### config.mk
export PLATFORM = sky130hd
export DESIGN_NAME = cla_lock_decoder
export DESIGN_NICKNAME = d
export VERILOG_FILES = /design/src/rtl/cla_lock_pkg.sv /design/src/rtl/cla_lock_decoder_borrow_cell.sv /design/src/rtl/cla_lock_decoder.sv
export SDC_FILE = /design/constraint.sdc
export NUM_CORES = 1
export LEC_CHECK = 0
export CORE_MARGIN = 2
export CORE_UTILIZATION = 24
export DETAILED_ROUTE_END_ITERATION = 6
export DONT_BUFFER_PORTS = 1
export MAX_ROUTING_LAYER = met4
export SYNTH_ARGS = -nofsm -noshare
export SYNTH_HDL_FRONTEND = slang
export SYNTH_HIERARCHICAL = 1
export SYNTH_SLANG_ARGS = --single-unit
### constraint.sdc
create_clock -name clk -period 1.8 [get_ports clk]
set_input_delay 0.36 -clock clk [delete_from_list [all_inputs] [get_ports clk]]
set_output_delay 0.36 -clock clk [all_outputs]
set_load 0.05 [all_outputs]
### src/rtl/cla_lock_pkg.sv
// Shared types and constants for the locked-adder decoder: FSM state encoding,
// default operand width and the counter-width helper.
package cla_lock_pkg;

    typedef enum logic [1:0] {
        IDLE = 2'd0,
        SUB  = 2'd1,
        DONE = 2'd2
    } state_t;

    localparam int CLA_W = 4;

    // Bits needed to hold any value in 0..n-1.
    function automatic int clog2(input int n);
        int r;
        r = 0;
        for (int v = n - 1; v > 0; v = v >> 1) begin
            r = r + 1;
        end
        return r;
    endfunction

endpackage

### src/rtl/cla_lock_decoder_borrow_cell.sv
// One-bit full subtractor x - y - bin, reused serially by the decoder.
module borrow_cell (
    input  logic x,
    input  logic y,
    input  logic bin,
    output logic d,
    output logic bout
);

    assign d    = x ^ y ^ bin;
    assign bout = (~x & y) | (~(x ^ y) & bin);

endmodule

### src/rtl/cla_lock_decoder.sv
// Bit-serial unlock/decode of a keyed adder result: a = enca ^ k, b = s - enca - c.
// Optional range flag built only when CLA_LOCK_DECODER_RANGE_CHECK_EN is defined.
module cla_lock_decoder
    import cla_lock_pkg::*;
#(
    parameter int WIDTH = CLA_W
) (
    input  logic             clk,
    input  logic             rst,
    input  logic             in_valid,
    output logic             in_ready,
    input  logic [WIDTH:0]   s,
    input  logic [WIDTH-1:0] enca,
    input  logic [WIDTH-1:0] k,
    input  logic             c,
    output logic             out_valid,
    input  logic             out_ready,
    output logic [WIDTH-1:0] a_dec,
    output logic [WIDTH-1:0] b_dec,
    output logic             err
);

    localparam int             CNT_W    = clog2(WIDTH + 1);
    localparam logic [CNT_W-1:0] CNT_LAST = CNT_W'(WIDTH);

    state_t           state_reg, state_next;
    logic [WIDTH:0]   s_reg, e_reg;
    logic [WIDTH-1:0] d_reg;
    logic             bor_reg;
    logic [CNT_W-1:0] cnt_reg;
    logic             d_bit, bor_next;
    logic             last_bit;

    assign last_bit = (cnt_reg == CNT_LAST);

    // Operands shift right so the current bit is always at position 0.
    borrow_cell u_cell (
        .x    (s_reg[0]),
        .y    (e_reg[0]),
        .bin  (bor_reg),
        .d    (d_bit),
        .bout (bor_next)
    );

    always_ff @(posedge clk or posedge rst) begin
        if (rst) begin
            state_reg <= IDLE;
        end else begin
            state_reg <= state_next;
        end
    end

    always_comb begin
        state_next = state_reg;
        in_ready   = 1'b0;
        case (state_reg)
            IDLE: begin
                in_ready = 1'b1;
                if (in_valid) state_next = SUB;
            end
            SUB:     if (last_bit) state_next = DONE;
            DONE:    if (out_ready) state_next = IDLE;
            default: state_next = IDLE;
        endcase
    end

    always_ff @(posedge clk or posedge rst) begin
        if (rst) begin
            s_reg     <= '0;
            e_reg     <= '0;
            d_reg     <= '0;
            bor_reg   <= 1'b0;
            cnt_reg   <= '0;
            a_dec     <= '0;
            b_dec     <= '0;
            out_valid <= 1'b0;
        end else begin
            case (state_reg)
                IDLE: begin
                    if (in_valid) begin
                        s_reg   <= s;
                        e_reg   <= {1'b0, enca};
                        bor_reg <= c;
                        cnt_reg <= '0;
                        a_dec   <= enca ^ k;
                    end
                end
                SUB: begin
                    s_reg   <= {1'b0, s_reg[WIDTH:1]};
                    e_reg   <= {1'b0, e_reg[WIDTH:1]};
                    bor_reg <= bor_next;
                    cnt_reg <= cnt_reg + CNT_W'(1);
                    // The top difference bit only feeds the range flag, so it is not shifted in.
                    if (!last_bit) begin
                        d_reg <= {d_bit, d_reg[WIDTH-1:1]};
                    end else begin
                        b_dec     <= d_reg;
                        out_valid <= 1'b1;
                    end
                end
                DONE: begin
                    if (out_ready) out_valid <= 1'b0;
                end
                default: ;
            endcase
        end
    end

`ifdef CLA_LOCK_DECODER_RANGE_CHECK_EN
    logic err_reg;

    always_ff @(posedge clk or posedge rst) begin
        if (rst) begin
            err_reg <= 1'b0;
        end else if (state_reg == SUB && last_bit) begin
            err_reg <= bor_next | d_bit;
        end
    end

    assign err = err_reg;
`else
    assign err = 1'b0;
`endif

endmodule

==> results of run 1 <==
## where the power goes
group | switching (mW) | internal, mW | leakage (nW)
registers | 0.633 | 0.928 | 0.333
clock network | 0.188 | 0.196 | 0.0288
logic | 0.451 | 0.464 | 0.232
## routing by layer
metal  part of all wire [%]  GRT usage [%]  up-vias
li1                       -              -      391
met1                     46           12.2      426
met2                     45           14.1       28
met4                   0.28           1.05        0
met3                    8.2           4.14        2
met5                      0              -        -
## stage by stage
| step | cell area (um^2) | setup slack [ns] | util (%) | hold slack [ns] | std cells |
|---|---|---|---|---|---|
| after floorplan | 1330 | 0.517 | - | 0.425 | 111 |
| after global placement | 1400 | 0.382 | 25.7 | 0.336 | 179 |
| after detailed placement | 1400 | 0.329 | 25.7 | 0.336 | 179 |
| after CTS | 1450 | 0.121 | 26.7 | 0.0338 | 183 |
| after global routing | 1450 | 0.0512 | 26.7 | 0.0699 | 183 |
| final | 1450 | 0.131 | 26.7 | 0.0270 | 183 |
## final timing paths
check	end	slack, ns	cells after the start
max	in_ready	0.13	1
min reg2reg	d_reg[0]	0.52	1
max in group asynchronous	s_reg[0]	1.51	2
max reg2reg	d_reg[1]	0.32	3
min in group clk	state_reg[1]	0.20	1
min	b_dec[3]	0.03	2
## kinds of logic after synthesis
group | synth area share [%]
compound gates | 13.8
xor+xnor | 2.64
fa+ha+maj | 3.39
buf+inv | 4.24
flops | 52.7
mux | 7.91
other cells | 0.282
simple gates | 15.0
## cells in the mapped netlist (2+ instances only)
cell type and n:
a21oi_1 5, a31oi_1 2, buf_2 3, buf_4 2, dfrtp_1 28, ha_1 2
inv_1 7, mux2_1 4, mux2_4 4, nand2_1 7, nand2b_1 3, nand3b_1 8
nor2_1 5, o21ai_0 8, o221a_1 8, xnor2_1 4
## area by class of cell
class	count	area [um^2]
Clock buffer	4	55.1
Inverter	7	26.3
Sequential cell	28	701
Multi-Input combinational cell	71	572
Fill cell	553	3990
Timing Repair Buffer	1	7.51
Tap cell	72	90.1
==> flow_summary.json, run 1 <==
{
  "nets": 133,
  "gp_congestion": 0.757,
  "drive_above_1_share_pct": 13.5,
  "io_buffer_count": 0,
  "worst_pin_slew_ns": 0.538,
  "syn_area_um2": 1330,
  "synthTopCellsByArea": "dfrtp_1 (53%), o221a_1 (6.8%), mux2_4 (4.5%), nand3b_1 (4.5%), mux2_1 (3.4%)",
  "clockRootBuffer": "clkbuf_8",
  "skew_ns": 0.00323,
  "power_density_nw_per_um2": 1970,
  "cts-hold-fix-buffers": 0,
  "cts_resized": 0,
  "ys.flop_type": "dfrtp_1",
  "ir_drop_v": 0.000659,
  "crit_family": "flip-flops",
  "ioPinCount": 29,
  "syn_nets": 132,
  "synth_top_area_share_pct": 52.7,
  "leakage_nw": 0.594,
  "hold_viol": 0,
  "yosysUniqueCellTypes": 27,
  "timing.fmax_ghz": 0.599,
  "most-common-layout-cells": "dfrtp_1 (28), o21ai_0 (8), nand3b_1 (8), o221a_1 (8)",
  "drc": 0,
  "maxSlewViolCount": 0,
  "final.setup.tns_ns": 0,
  "period_minus_slack_ns": 1.67,
  "fp.dieW_um": 78.4,
  "grt_pass1_wl_mm": 4.37,
  "grt_setup_unrepaired": "no",
  "rr_startpoint": "state_reg[1]",
  "grt_pass1_vias": 857,
  "power_mw": 2.86,
  "ys_seq_area_share_pct": 52.7,
  "final_common_cell": "dfrtp_1",
  "cp_num_buf_inv": 0,
  "viasPerCell": 4.63,
  "critPathLaunchType": "flop",
  "syn_inst": 111,
  "critPathSlowestCell": "dfrtp_1",
  "dieArea_um2": 6150,
  "cts_setup_buffers": 0,
  "endpoint_kind": "output pin",
  "critical_path.max_stage_delay_ns": 0.54,
  "cp.arrival_ns": 1.31,
  "drv_cap": 0,
  "die_h_um": 78.4,
  "wl_mm": 2.49,
  "wl_per_cell_um": 13.6,
  "antenna_cells_inserted": 0,
  "syn2layout_area_growth_pct": 9.23,
  "overflow": 0,
  "grt_start_max_net_pins": 29,
  "numCtsBuffers": 3,
  "dp_hpwl_mm": 1.87,
  "yosys_warnings": 6,
  "initial_utilization_pct": 24.4,
  "syn_area_per_cell_um2": 12.0,
  "rows": 27,
  "final-setup-viol-count": 0,
  "cts.clk_slew.worst_paths_ns": 0.09,
  "drt_iter0_drc": 23,
  "clk_latency_ns": 0.27,
  "ys_ff_latch": 28,
  "cts_sinks": 28,
  "antenna_found_initial": 0,
  "critical_path.startpoint": "state_reg[1]",
  "period_share_pct": 92.7,
  "first_pass_iters": 4,
  "synth_largest_area_cell": "dfrtp_1",
  "path_cells": "nor2_4",
  "grt_usage_pct": 9.39,
  "holdCritPathClass": "input port to async pin",
  "status": "finished, final reports clean",
  "clock_path_buffers": 2,
  "ant_nets": 0,
  "htreeDepth": 1,
  "worst_ep_required_time_ns": 1.44,
  "relSlewSlack_pct": 64.1,
  "largest_reg_flops": 5,
  "synth-async-reset-ratio_pct": 100,
  "critPathKind": "flop to output pin",
  "cts_tree": "built",
  "synth_edf_count": 0,
  "core-area_um2": 5440,
  "vias": 847,
  "cp_max_fo": 11
}
Note: power is estimated with default switching activity, not from simulation.
==> run 2: changes to the inputs <==
--- a/config.mk
+++ b/config.mk
@@ -8,7 +8,6 @@
 export CORE_MARGIN = 2
 export CORE_UTILIZATION = 24
 export DETAILED_ROUTE_END_ITERATION = 6
-export DONT_BUFFER_PORTS = 1
 export MAX_ROUTING_LAYER = met4
 export SYNTH_ARGS = -nofsm -noshare
 export SYNTH_HDL_FRONTEND = slang
==> run 2 against run 1 <==
Register-to-register slack worse by 0.03 ns. Setup slack worse by 0.028 ns. Combinational power up 64%. Critical path type unchanged. Largest power group is now combinational logic.
==> flow_summary.json, run 2 (synthesis results as in run 1) <==
{
  "dp_hpwl_mm": 1.83,
  "ff2ff_path_depth": 3,
  "cp_num_buf_inv": 1,
  "cts_resized": 0,
  "cts.clk_slew.worst_paths_ns": 0.10,
  "vias": 927,
  "fillers": 569,
  "nets": 161,
  "top_layer": "met4",
  "leakage_nw": 0.717,
  "final_core_util_pct": 31.6,
  "final_common_cell": "dfrtp_1",
  "grt_pass1_vias": 933,
  "antenna_cells_inserted": 0,
  "drc": 0,
  "worstReg2RegEnd": "d_reg[1]",
  "hold_viol": 0,
  "cts_sinks": 28,
  "period_share_pct": 94.3,
  "viasPerCell": 4.39,
  "overflow": 0,
  "timing.fmax_ghz": 0.589,
  "endpoint_kind": "output pin",
  "clk_latency_ns": 0.28,
  "antenna_found_initial": 0,
  "critPathKind": "flop to output pin",
  "cp_max_fo": 11,
  "core-area_um2": 5440,
  "rows": 27,
  "fp.dieW_um": 78.4,
  "cts_setup_buffers": 0,
  "grt_usage_pct": 9.07,
  "cts-hold-fix-buffers": 0,
  "maxSlewViolCount": 0,
  "first_pass_iters": 4,
  "clock_path_buffers": 2,
  "crit_family": "flip-flops",
  "most-common-layout-cells": "dfrtp_1 (28), clkdlybuf4s50_1 (17), buf_4 (11)",
  "wirelength_met1_mm": 1.23,
  "grt_setup_unrepaired": "no",
  "ant_nets": 0,
  "drive_above_1_share_pct": 18.7,
  "wl_met3_um": 135,
  "rr_startpoint": "state_reg[1]",
  "die_h_um": 78.4,
  "wl_per_cell_um": 11.8,
  "initial_utilization_pct": 24.4,
  "critPathLaunchType": "flop",
  "ir_drop_v": 0.000642,
  "final-setup-viol-count": 0,
  "gp_congestion": 0.695,
  "cp.arrival_ns": 1.34,
  "htreeDepth": 1,
  "register_area_um2": 701,
  "multi_input_area_um2": 572,
  "wl_mm": 2.49,
  "drt_iter0_drc": 37,
  "final.setup.tns_ns": 0,
  "skew_ns": 0.00722,
  "cts_tree": "built",
  "dieArea_um2": 6150,
  "r2r_slack_ns": 0.29,
  "critical_path.max_stage_delay_ns": 0.55,
  "ioPinCount": 29,
  "status": "finished, final reports clean",
  "io_buffer_count": 27,
  "largest_reg_flops": 5,
  "holdCritPathClass": "input port to async pin",
  "clockRootBuffer": "clkbuf_8",
  "grt_start_max_net_pins": 29,
  "drv_cap": 0,
  "period_minus_slack_ns": 1.70,
  "critPathSlowestCell": "dfrtp_1",
  "numCtsBuffers": 3,
  "route.met2.wl_mm": 1.11,
  "path_cells": "nor2_4, buf_12",
  "power_density_nw_per_um2": 1800,
  "syn2layout_area_growth_pct": 29.2,
  "grt_pass1_wl_mm": 4.34,
  "worst_ep_required_time_ns": 1.44
}
==> run 2: layer usage <==
metal,up-vias,global-route usage [%]
met3,2,2.87
met4,0,1.05
met1,456,12.6
li1,442,-
met2,27,13.4
met5,-,-
==> run 2: final cells by class <==
type,instances,area share [%]
multi-input combinational,71,33.3
sequential,28,40.8
tap,72,5.25
inverter,7,1.53
timing repair buffer,29,15.9
clock buffer,4,3.21
==> run 2: per-stage QoR <==
stage | instance area [um^2] | setup slack [ns] | hold slack (ns) | power, mW | std cells
after global placement | 1660 | 0.199 | 0.483 | 2.68 | 207
after detailed placement | 1660 | 0.168 | 0.491 | 2.73 | 207
after CTS | 1720 | 0.100 | 0.464 | 3.12 | 211
final | 1720 | 0.103 | 0.448 | 3.09 | 211
after global routing | 1720 | 0.0143 | 0.494 | 3.32 | 211
after floorplan | 1330 | 0.517 | 0.425 | 2.31 | 111
==> run 2: worst max-delay path by stage <==
stage / end / slack [ns] / depth (start not counted) / startpoint
2_1_floorplan: d_reg[0] / 0.52 / 5 / cnt_reg[0]
4_1_cts: in_ready / 0.10 / 2 / state_reg[1]
6_report: in_ready / 0.10 / 2 / state_reg[1]
3_3_place_gp: bor_reg / 0.20 / 4 / in_valid
3_5_place_dp: bor_reg / 0.17 / 4 / in_valid
5_1_grt: in_ready / 0.01 / 2 / state_reg[1]
==> run 2: worst register-to-register path, delay by kind of cell, from the launching register on <==
family / cells / cell delay [ns]
DFF: 1 / 0.63
muxes: 1 / 0.33
and+or+nand+nor: 2 / 0.44
==> run 2: where the power goes <==
part	total (mW)	switching, mW	leakage [nW]	internal [mW]
logic	1.50	0.849	0.355	0.653
registers	1.19	0.259	0.333	0.934
clock network	0.395	0.199	0.0288	0.196
total	3.09	1.31	0.717	1.78
